### src/rtl/muldiv_unit_if.sv
// Handshake and data bundle between the pipeline controller and the mul/div unit.
// Latency: n/a (wires only).
// Backpressure: controller holds start until it sees busy low.
interface muldiv_unit_if #(
    parameter int WIDTH = 32
);
    logic             flush;
    logic             start;
    logic [2:0]       op;
    logic [WIDTH-1:0] a;
    logic [WIDTH-1:0] b;
    logic             busy;
    logic             done;
    logic             div_by_zero;
    logic [WIDTH-1:0] hi;
    logic [WIDTH-1:0] lo;

    modport master (
        output flush, start, op, a, b,
        input  busy, done, div_by_zero, hi, lo
    );

    modport slave (
        input  flush, start, op, a, b,
        output busy, done, div_by_zero, hi, lo
    );
endinterface

### src/rtl/muldiv_unit.sv
// Iterative MULT/MULTU/DIV/DIVU (one bit per cycle) owning HI/LO, plus MTHI/MTLO.
// Latency: mul/div result and done pulse WIDTH+2 cycles after accept; MTHI/MTLO visible next cycle.
// Backpressure: start is only taken while busy=0; a request made while busy is dropped, not queued.
module muldiv_unit #(
    parameter int WIDTH = 32
) (
    input  logic          clk,
    input  logic          reset,
    muldiv_unit_if.slave  bus
);
    localparam int CNT_W = $clog2(WIDTH + 1);
    localparam logic [2:0] OP_MTHI = 3'b100;
    localparam logic [2:0] OP_MTLO = 3'b101;

    typedef enum logic [1:0] {IDLE, CALC, FIX} state_t;

    state_t             state;
    logic [CNT_W-1:0]   cnt;
    logic [2*WIDTH-1:0] prod;
    logic [WIDTH-1:0]   divisor_mag;
    logic               is_div;
    logic               neg_res;
    logic               neg_dvd;
    logic [WIDTH-1:0]   hi_q;
    logic [WIDTH-1:0]   lo_q;
    logic               busy_q;
    logic               done_q;
    logic               dbz_q;

    logic               op_muldiv;
    logic               op_signed;
    logic               a_neg;
    logic               b_neg;
    logic [WIDTH-1:0]   abs_a;
    logic [WIDTH-1:0]   abs_b;

    assign op_muldiv = ~bus.op[2];
    assign op_signed = ~bus.op[0];
    assign a_neg     = op_signed & bus.a[WIDTH-1];
    assign b_neg     = op_signed & bus.b[WIDTH-1];
    assign abs_a     = a_neg ? -bus.a : bus.a;
    assign abs_b     = b_neg ? -bus.b : bus.b;

    // Multiply: prod = {partial, multiplier}; add into the upper half then shift right.
    logic [WIDTH:0]     mul_sum;
    logic [2*WIDTH-1:0] mul_next;
    assign mul_sum  = {1'b0, prod[2*WIDTH-1:WIDTH]} + (prod[0] ? {1'b0, divisor_mag} : '0);
    assign mul_next = {mul_sum, prod[WIDTH-1:1]};

    // Divide: prod = {remainder, quotient/dividend}; restoring trial subtract per bit.
    logic [WIDTH:0]     div_shift;
    logic [WIDTH:0]     div_diff;
    logic [2*WIDTH-1:0] div_next;
    assign div_shift = prod[2*WIDTH-1:WIDTH-1];
    assign div_diff  = div_shift - {1'b0, divisor_mag};
    assign div_next  = div_diff[WIDTH] ? {div_shift[WIDTH-1:0], prod[WIDTH-2:0], 1'b0}
                                       : {div_diff[WIDTH-1:0],  prod[WIDTH-2:0], 1'b1};

    // Sign fix-up; a zero divisor forces an all-ones quotient, and the remainder
    // re-signed with the dividend's sign reproduces the original dividend.
    logic               b_zero;
    logic [2*WIDTH-1:0] mul_res;
    logic [WIDTH-1:0]   quo_res;
    logic [WIDTH-1:0]   rem_res;
    assign b_zero  = (divisor_mag == '0);
    assign mul_res = neg_res ? -prod : prod;
    assign quo_res = b_zero ? '1 : (neg_res ? -prod[WIDTH-1:0] : prod[WIDTH-1:0]);
    assign rem_res = neg_dvd ? -prod[2*WIDTH-1:WIDTH] : prod[2*WIDTH-1:WIDTH];

    always_ff @(posedge clk) begin
        if (reset) begin
            state       <= IDLE;
            cnt         <= '0;
            prod        <= '0;
            divisor_mag <= '0;
            is_div      <= 1'b0;
            neg_res     <= 1'b0;
            neg_dvd     <= 1'b0;
            hi_q        <= '0;
            lo_q        <= '0;
            busy_q      <= 1'b0;
            done_q      <= 1'b0;
            dbz_q       <= 1'b0;
        end else begin
            done_q <= 1'b0;
            case (state)
                IDLE: begin
                    if (bus.start && !bus.flush) begin
                        if (op_muldiv) begin
                            state       <= CALC;
                            busy_q      <= 1'b1;
                            cnt         <= CNT_W'(WIDTH);
                            prod        <= {{WIDTH{1'b0}}, abs_a};
                            divisor_mag <= abs_b;
                            is_div      <= bus.op[1];
                            neg_res     <= a_neg ^ b_neg;
                            neg_dvd     <= a_neg;
                        end else if (bus.op == OP_MTHI) begin
                            hi_q <= bus.a;
                        end else if (bus.op == OP_MTLO) begin
                            lo_q <= bus.a;
                        end
                    end
                end
                CALC: begin
                    if (bus.flush) begin
                        state  <= IDLE;
                        busy_q <= 1'b0;
                    end else begin
                        prod <= is_div ? div_next : mul_next;
                        cnt  <= cnt - CNT_W'(1);
                        if (cnt == CNT_W'(1)) begin
                            state <= FIX;
                        end
                    end
                end
                FIX: begin
                    state  <= IDLE;
                    busy_q <= 1'b0;
                    if (!bus.flush) begin
                        done_q <= 1'b1;
                        dbz_q  <= is_div & b_zero;
                        if (is_div) begin
                            hi_q <= rem_res;
                            lo_q <= quo_res;
                        end else begin
                            hi_q <= mul_res[2*WIDTH-1:WIDTH];
                            lo_q <= mul_res[WIDTH-1:0];
                        end
                    end
                end
                default: begin
                    state  <= IDLE;
                    busy_q <= 1'b0;
                end
            endcase
        end
    end

    assign bus.busy        = busy_q;
    assign bus.done        = done_q;
    assign bus.div_by_zero = dbz_q;
    assign bus.hi          = hi_q;
    assign bus.lo          = lo_q;
endmodule

### src/flat_wrapper.sv
// flat-port wrapper written by rule: the top's interface ports become plain ports
module muldiv_unit_flat 
#(
    parameter int WIDTH = 32
)
  (clk, reset, bus_flush, bus_start, bus_op, bus_a, bus_b, bus_busy, bus_done, bus_div_by_zero, bus_hi, bus_lo);
  muldiv_unit_if #(.WIDTH(WIDTH)) bus_i ();
  input  logic clk;
  input  logic reset;
  input wire logic [$bits(bus_i.flush)-1:0] bus_flush;
  input wire logic [$bits(bus_i.start)-1:0] bus_start;
  input wire logic [$bits(bus_i.op)-1:0] bus_op;
  input wire logic [$bits(bus_i.a)-1:0] bus_a;
  input wire logic [$bits(bus_i.b)-1:0] bus_b;
  output wire logic [$bits(bus_i.busy)-1:0] bus_busy;
  output wire logic [$bits(bus_i.done)-1:0] bus_done;
  output wire logic [$bits(bus_i.div_by_zero)-1:0] bus_div_by_zero;
  output wire logic [$bits(bus_i.hi)-1:0] bus_hi;
  output wire logic [$bits(bus_i.lo)-1:0] bus_lo;
  assign bus_i.flush = bus_flush;
  assign bus_i.start = bus_start;
  assign bus_i.op = bus_op;
  assign bus_i.a = bus_a;
  assign bus_i.b = bus_b;
  assign bus_busy = bus_i.busy;
  assign bus_done = bus_i.done;
  assign bus_div_by_zero = bus_i.div_by_zero;
  assign bus_hi = bus_i.hi;
  assign bus_lo = bus_i.lo;
  muldiv_unit #(.WIDTH(WIDTH)) u_core (.clk(clk), .reset(reset), .bus(bus_i));
endmodule
### config.mk
export PLATFORM = sky130hd
export DESIGN_NAME = muldiv_unit_flat
export DESIGN_NICKNAME = d
export VERILOG_FILES = /design/src/rtl/muldiv_unit_if.sv /design/src/rtl/muldiv_unit.sv /design/src/flat_wrapper.sv
export SDC_FILE = /design/constraint.sdc
export NUM_CORES = 1
export LEC_CHECK = 0
export CAP_MARGIN = 40
export CORE_AREA = 8 8 203 186
export DETAILED_ROUTE_END_ITERATION = 6
export DIE_AREA = 0 0 211 194
export GPL_ROUTABILITY_DRIVEN = 0
export PLACE_DENSITY_LB_ADDON = 0.08
export SYNTH_ARGS = -nofsm -noshare
export SYNTH_HDL_FRONTEND = slang
export SYNTH_SLANG_ARGS = --single-unit
### constraint.sdc
create_clock -name clk -period 5.9 [get_ports clk]
set_input_delay 0.885 -clock clk [delete_from_list [all_inputs] [get_ports clk]]
set_output_delay 0.885 -clock clk [all_outputs]
set_load 0.05 [all_outputs]
==> results by group <==
Global route
  – Initial antenna violation count: 1
  – Congestion Overflow GR: 0
  – Vias in the first global route: 14100
  – First-pass GRT wire length: 85000 um
  – Largest net degree at the start of global routing: 74
  – Total track usage: 26.2%

Die
  – Initial Utilization: 42.1%
  – Die height: 194 um
  – Rows: 65
  – Die width: roughly 210 um
  – Boundary pin count: 138
  – Core area: 34400 um2
  – Die Area: 40900 um2

Drt
  – Final WL: 55100 um
  – ANT nets after route: 0
  – Drt pass-1 iters: 5
  – DR vias: 15100
  – Post-DR wirelength/cell: 22.2 um
  – Vias per Instance: around 6
  – Initial DRC count: 1364
  – Residual DRC: 0

Clock network
  – Clock latency at the later pin of the worst-skew pair: 0.45 ns
  – Sink Count: between 150 and 200
  – Post-CTS Setup Inserts: 0
  – Clock root cell: clkbuf_16
  – PostCTS Resize Cnt: 0
  – Clock-pin slew on the worst setup and hold paths: around 0.08 ns
  – H-tree level count: 4
  – Clock Path Buffers: 2
  – Hold buffer count at cts: 0
  – CTS tree: done
  – CTS buffer count: 17

Power and ir drop
  – Psw: about 1 mW
  – Clock power share: 39.2%
  – Total power: about 3.2 mW
  – Worst vdd ir: about 190 uV
  – Sw frac: 32.2%
  – Comb pwr share: 21.7%
  – Pint: 2.16 mW
  – Sequential share of power: 39.2%
  – Cell leakage power: between 6 and 7 nW
  – Power per standard cell area: 190 nW/um2

Synth
  – Register area share after synthesis: 24.0%
  – Synth warn: 0
  – Post-synth EDFFs: 0
  – Synth Register Bits: between 150 and 200
  – Cell variety after synth: 86
  – Net count after synthesis: 2093
  – Syn Area/Cell: 7.43 um2
  – Mapped Cells: about 2000
  – Synth Flop Type: dfxtp_1
  – Ys async rst share: 0%
  – Synthesized area: 14500 um2

Worst setup path
  – Worst path max stage delay: 0.46 ns
  – Crit path cell chain: clkinv_1 > buf_4 > nor2_1 > ha_1 > o21a_1 > a21oi_1 > a211oi_1 > o211ai_1 > nand3_1 > and2_1 > a41oi_1 > xnor2_1 > a221o_1
  – Critical R2R Launch: u_core.prod[0]
  – CP arrival: between 4 and 5 ns
  – Critical path required time: approximately 6.2 ns
  – Setup CP Type: flip-flop to flip-flop
  – Critical path's top delay family: compound AO/OA/AOI/OAI gates
  – R2R setup slack: between 2 and 2.5 ns
  – Slowest cell on crit path: dfxtp_1
  – Reg2Reg Capture Point: u_core.prod[56]
  – WP buf/inv: 2
  – Worst reg2reg path depth: 13
  – Worst Setup Start Kind: flip-flop
  – Crit end category: flip-flop
  – Worst-path fanout max: 30

Hold path
  – Worst hold path class: flip-flop to flip-flop
  – Hold Path End: u_core.bus.lo[3]
  – Worst min-delay path startpoint: u_core.bus.lo[3]
  – Hold Path Stages: 2

Layout
  – Fill cells: 3489
  – # diodes: 0
  – Area delta synth->final: 15.9%
  – Commonest cells after routing, fill and taps aside: 207 x nor2_1, 193 x nand2_1, 177 x a21oi_1, 173 x dfxtp_1, 136 x clkdlybuf4s50_1
  – Leading cell type in the layout, fill and taps excluded: nor2_1
  – Final #Nets: 2142
  – Share of cells above drive strength 1: 4.92%

Timing
  – Final Critical Period: 3.81 ns
  – Final Max Slew Viols: 0
  – # setup viols final: 0
  – Max Clk Rate: 262 MHz
  – Setup_tns: 0 ns
  – Clock skew: around 0.014 ns
  – RSZ-0062 raised after global routing: no
  – Worst rel slew slack: 36.5%
  – Final Hold Viols: 0
  – Crit share post-route: 64.6%
  – Slew @ Worst Pin: 0.929 ns

Status
  – Status: finished clean

Flow run
  – Max_cap viols: 0

Place
  – I/O Buffers: 137
  – Dpl hpwl: 42500 um
-- metal layers --
layer / track usage (%) / routed length, um / vias up
li1: - / - / 7231
met1: 36.2 / 24900 / 7153
met2: 40.3 / 24000 / 669
met3: 3.93 / 4290 / 74
met4: 10.2 / 1930 / 0
met5: 0 / 0 / -
-- per-stage QoR --
stage                     hold slack (ns)  cell area [um2]  instances  utilization, %  setup WS (ns)
after floorplan                     0.432            14500       1950               -           2.79
after global placement              0.442            16100       2442            46.7           1.97
after detailed placement            0.443            16200       2449            47.0           1.96
after CTS                           0.453            16800       2481            48.8           2.13
after global routing                0.470            16800       2481            48.8           1.85
final                               0.450            16800       2481            48.8           2.09
-- synthesized netlist by cell type (6+ instances only) --
library cell	number	area [um2]
a211o_1	8	70.1
a211oi_1	52	390
a21o_1	25	188
a21oi_1	177	886
a221o_1	7	70.1
a221oi_1	6	52.6
a22oi_1	20	150
a311oi_1	15	131
a31oi_1	20	125
a41oi_1	6	52.6
and2_1	7	43.8
and3_1	17	106
buf_1	16	60.1
buf_2	10	50.1
buf_6	6	67.6
clkbuf_1	101	379
dfxtp_1	174	3480
ha_1	70	876
inv_1	69	259
mux2i_1	53	531
nand2_1	193	724
nand2b_1	22	138
nand3_1	32	160
nand4_1	16	100
nor2_1	210	788
nor2b_1	11	68.8
nor3_1	46	230
nor4_1	24	150
o2111ai_1	6	52.6
o211ai_1	34	255
o21a_1	14	105
o21ai_0	111	556
o21ai_1	9	45.0
o21bai_1	11	82.6
o221ai_1	21	184
o31ai_1	18	135
o41ai_1	9	78.8
or3_1	24	150
or4_1	16	120
xnor2_1	105	920
xor2_1	70	613
-- sequential cells by signal, indices dropped and copies added (netlist names), 2 cells and up --
signal              flops
u_core.prod            64
u_core.bus.hi          32
u_core.bus.lo          32
u_core.divisor_mag     32
u_core.cnt              6
u_core.state            2
-- worst register-to-register path, stage by stage (launching register included) --
cell,delay (ns)
dfxtp_1,0.46
clkinv_1,0.22
buf_4,0.30
nor2_1,0.18
ha_1,0.30
o21a_1,0.20
a21oi_1,0.34
a211oi_1,0.20
o211ai_1,0.34
nand3_1,0.25
and2_1,0.23
a41oi_1,0.26
xnor2_1,0.09
a221o_1,0.31
-- layout make-up --
| class | instances | area (um2) | area share [%] |
|---|---|---|---|
| clock buffers | 18 | 439 | 2.61 |
| clock inverters | 14 | 194 | 1.15 |
| inverters | 70 | 263 | 1.56 |
| multi-input cells | 1573 | 10200 | 60.9 |
| flip-flops and latches | 174 | 3480 | 20.7 |
| well taps | 469 | 587 | 3.49 |
| repair buffers | 163 | 1600 | 9.55 |
-- power by group through the flow --
| stage | Combinational, mW | Clock (mW) | Sequential [mW] |
|---|---|---|---|
| 3_5_place_dp | 0.678 | 0 | 1.27 |
| 2_1_floorplan | 0.429 | 0 | 1.28 |
| 4_1_cts | 0.681 | 1.27 | 1.25 |
| 5_1_grt | 0.745 | 1.31 | 1.25 |
| 3_3_place_gp | 0.671 | 0 | 1.27 |
| 6_report | 0.690 | 1.25 | 1.25 |
-- worst max-delay path by stage --
| stage | from | to | slack, ns | cells after the start |
|---|---|---|---|---|
| 3_5_place_dp | bus_a[6] | u_core.prod[27] | 1.96 | 9 |
| 5_1_grt | u_core.prod[32] | u_core.prod[58] | 1.85 | 12 |
| 6_report | u_core.prod[0] | u_core.prod[56] | 2.09 | 13 |
| 4_1_cts | u_core.prod[0] | u_core.prod[56] | 2.13 | 13 |
| 3_3_place_gp | bus_a[6] | u_core.prod[27] | 1.97 | 9 |
| 2_1_floorplan | bus_a[7] | u_core.prod[27] | 2.79 | 8 |
-- cell families after synthesis --
group	share of synthesized area, %
adders and majority gates	6.32
DFF	24.0
xor gates and xnor gates	10.6
buffers and inverters	5.66
AOI/OAI and AO/OA	27.6
muxes	3.84
and+or+nand+nor	22.0
Note: power is estimated with default switching activity, not from simulation.
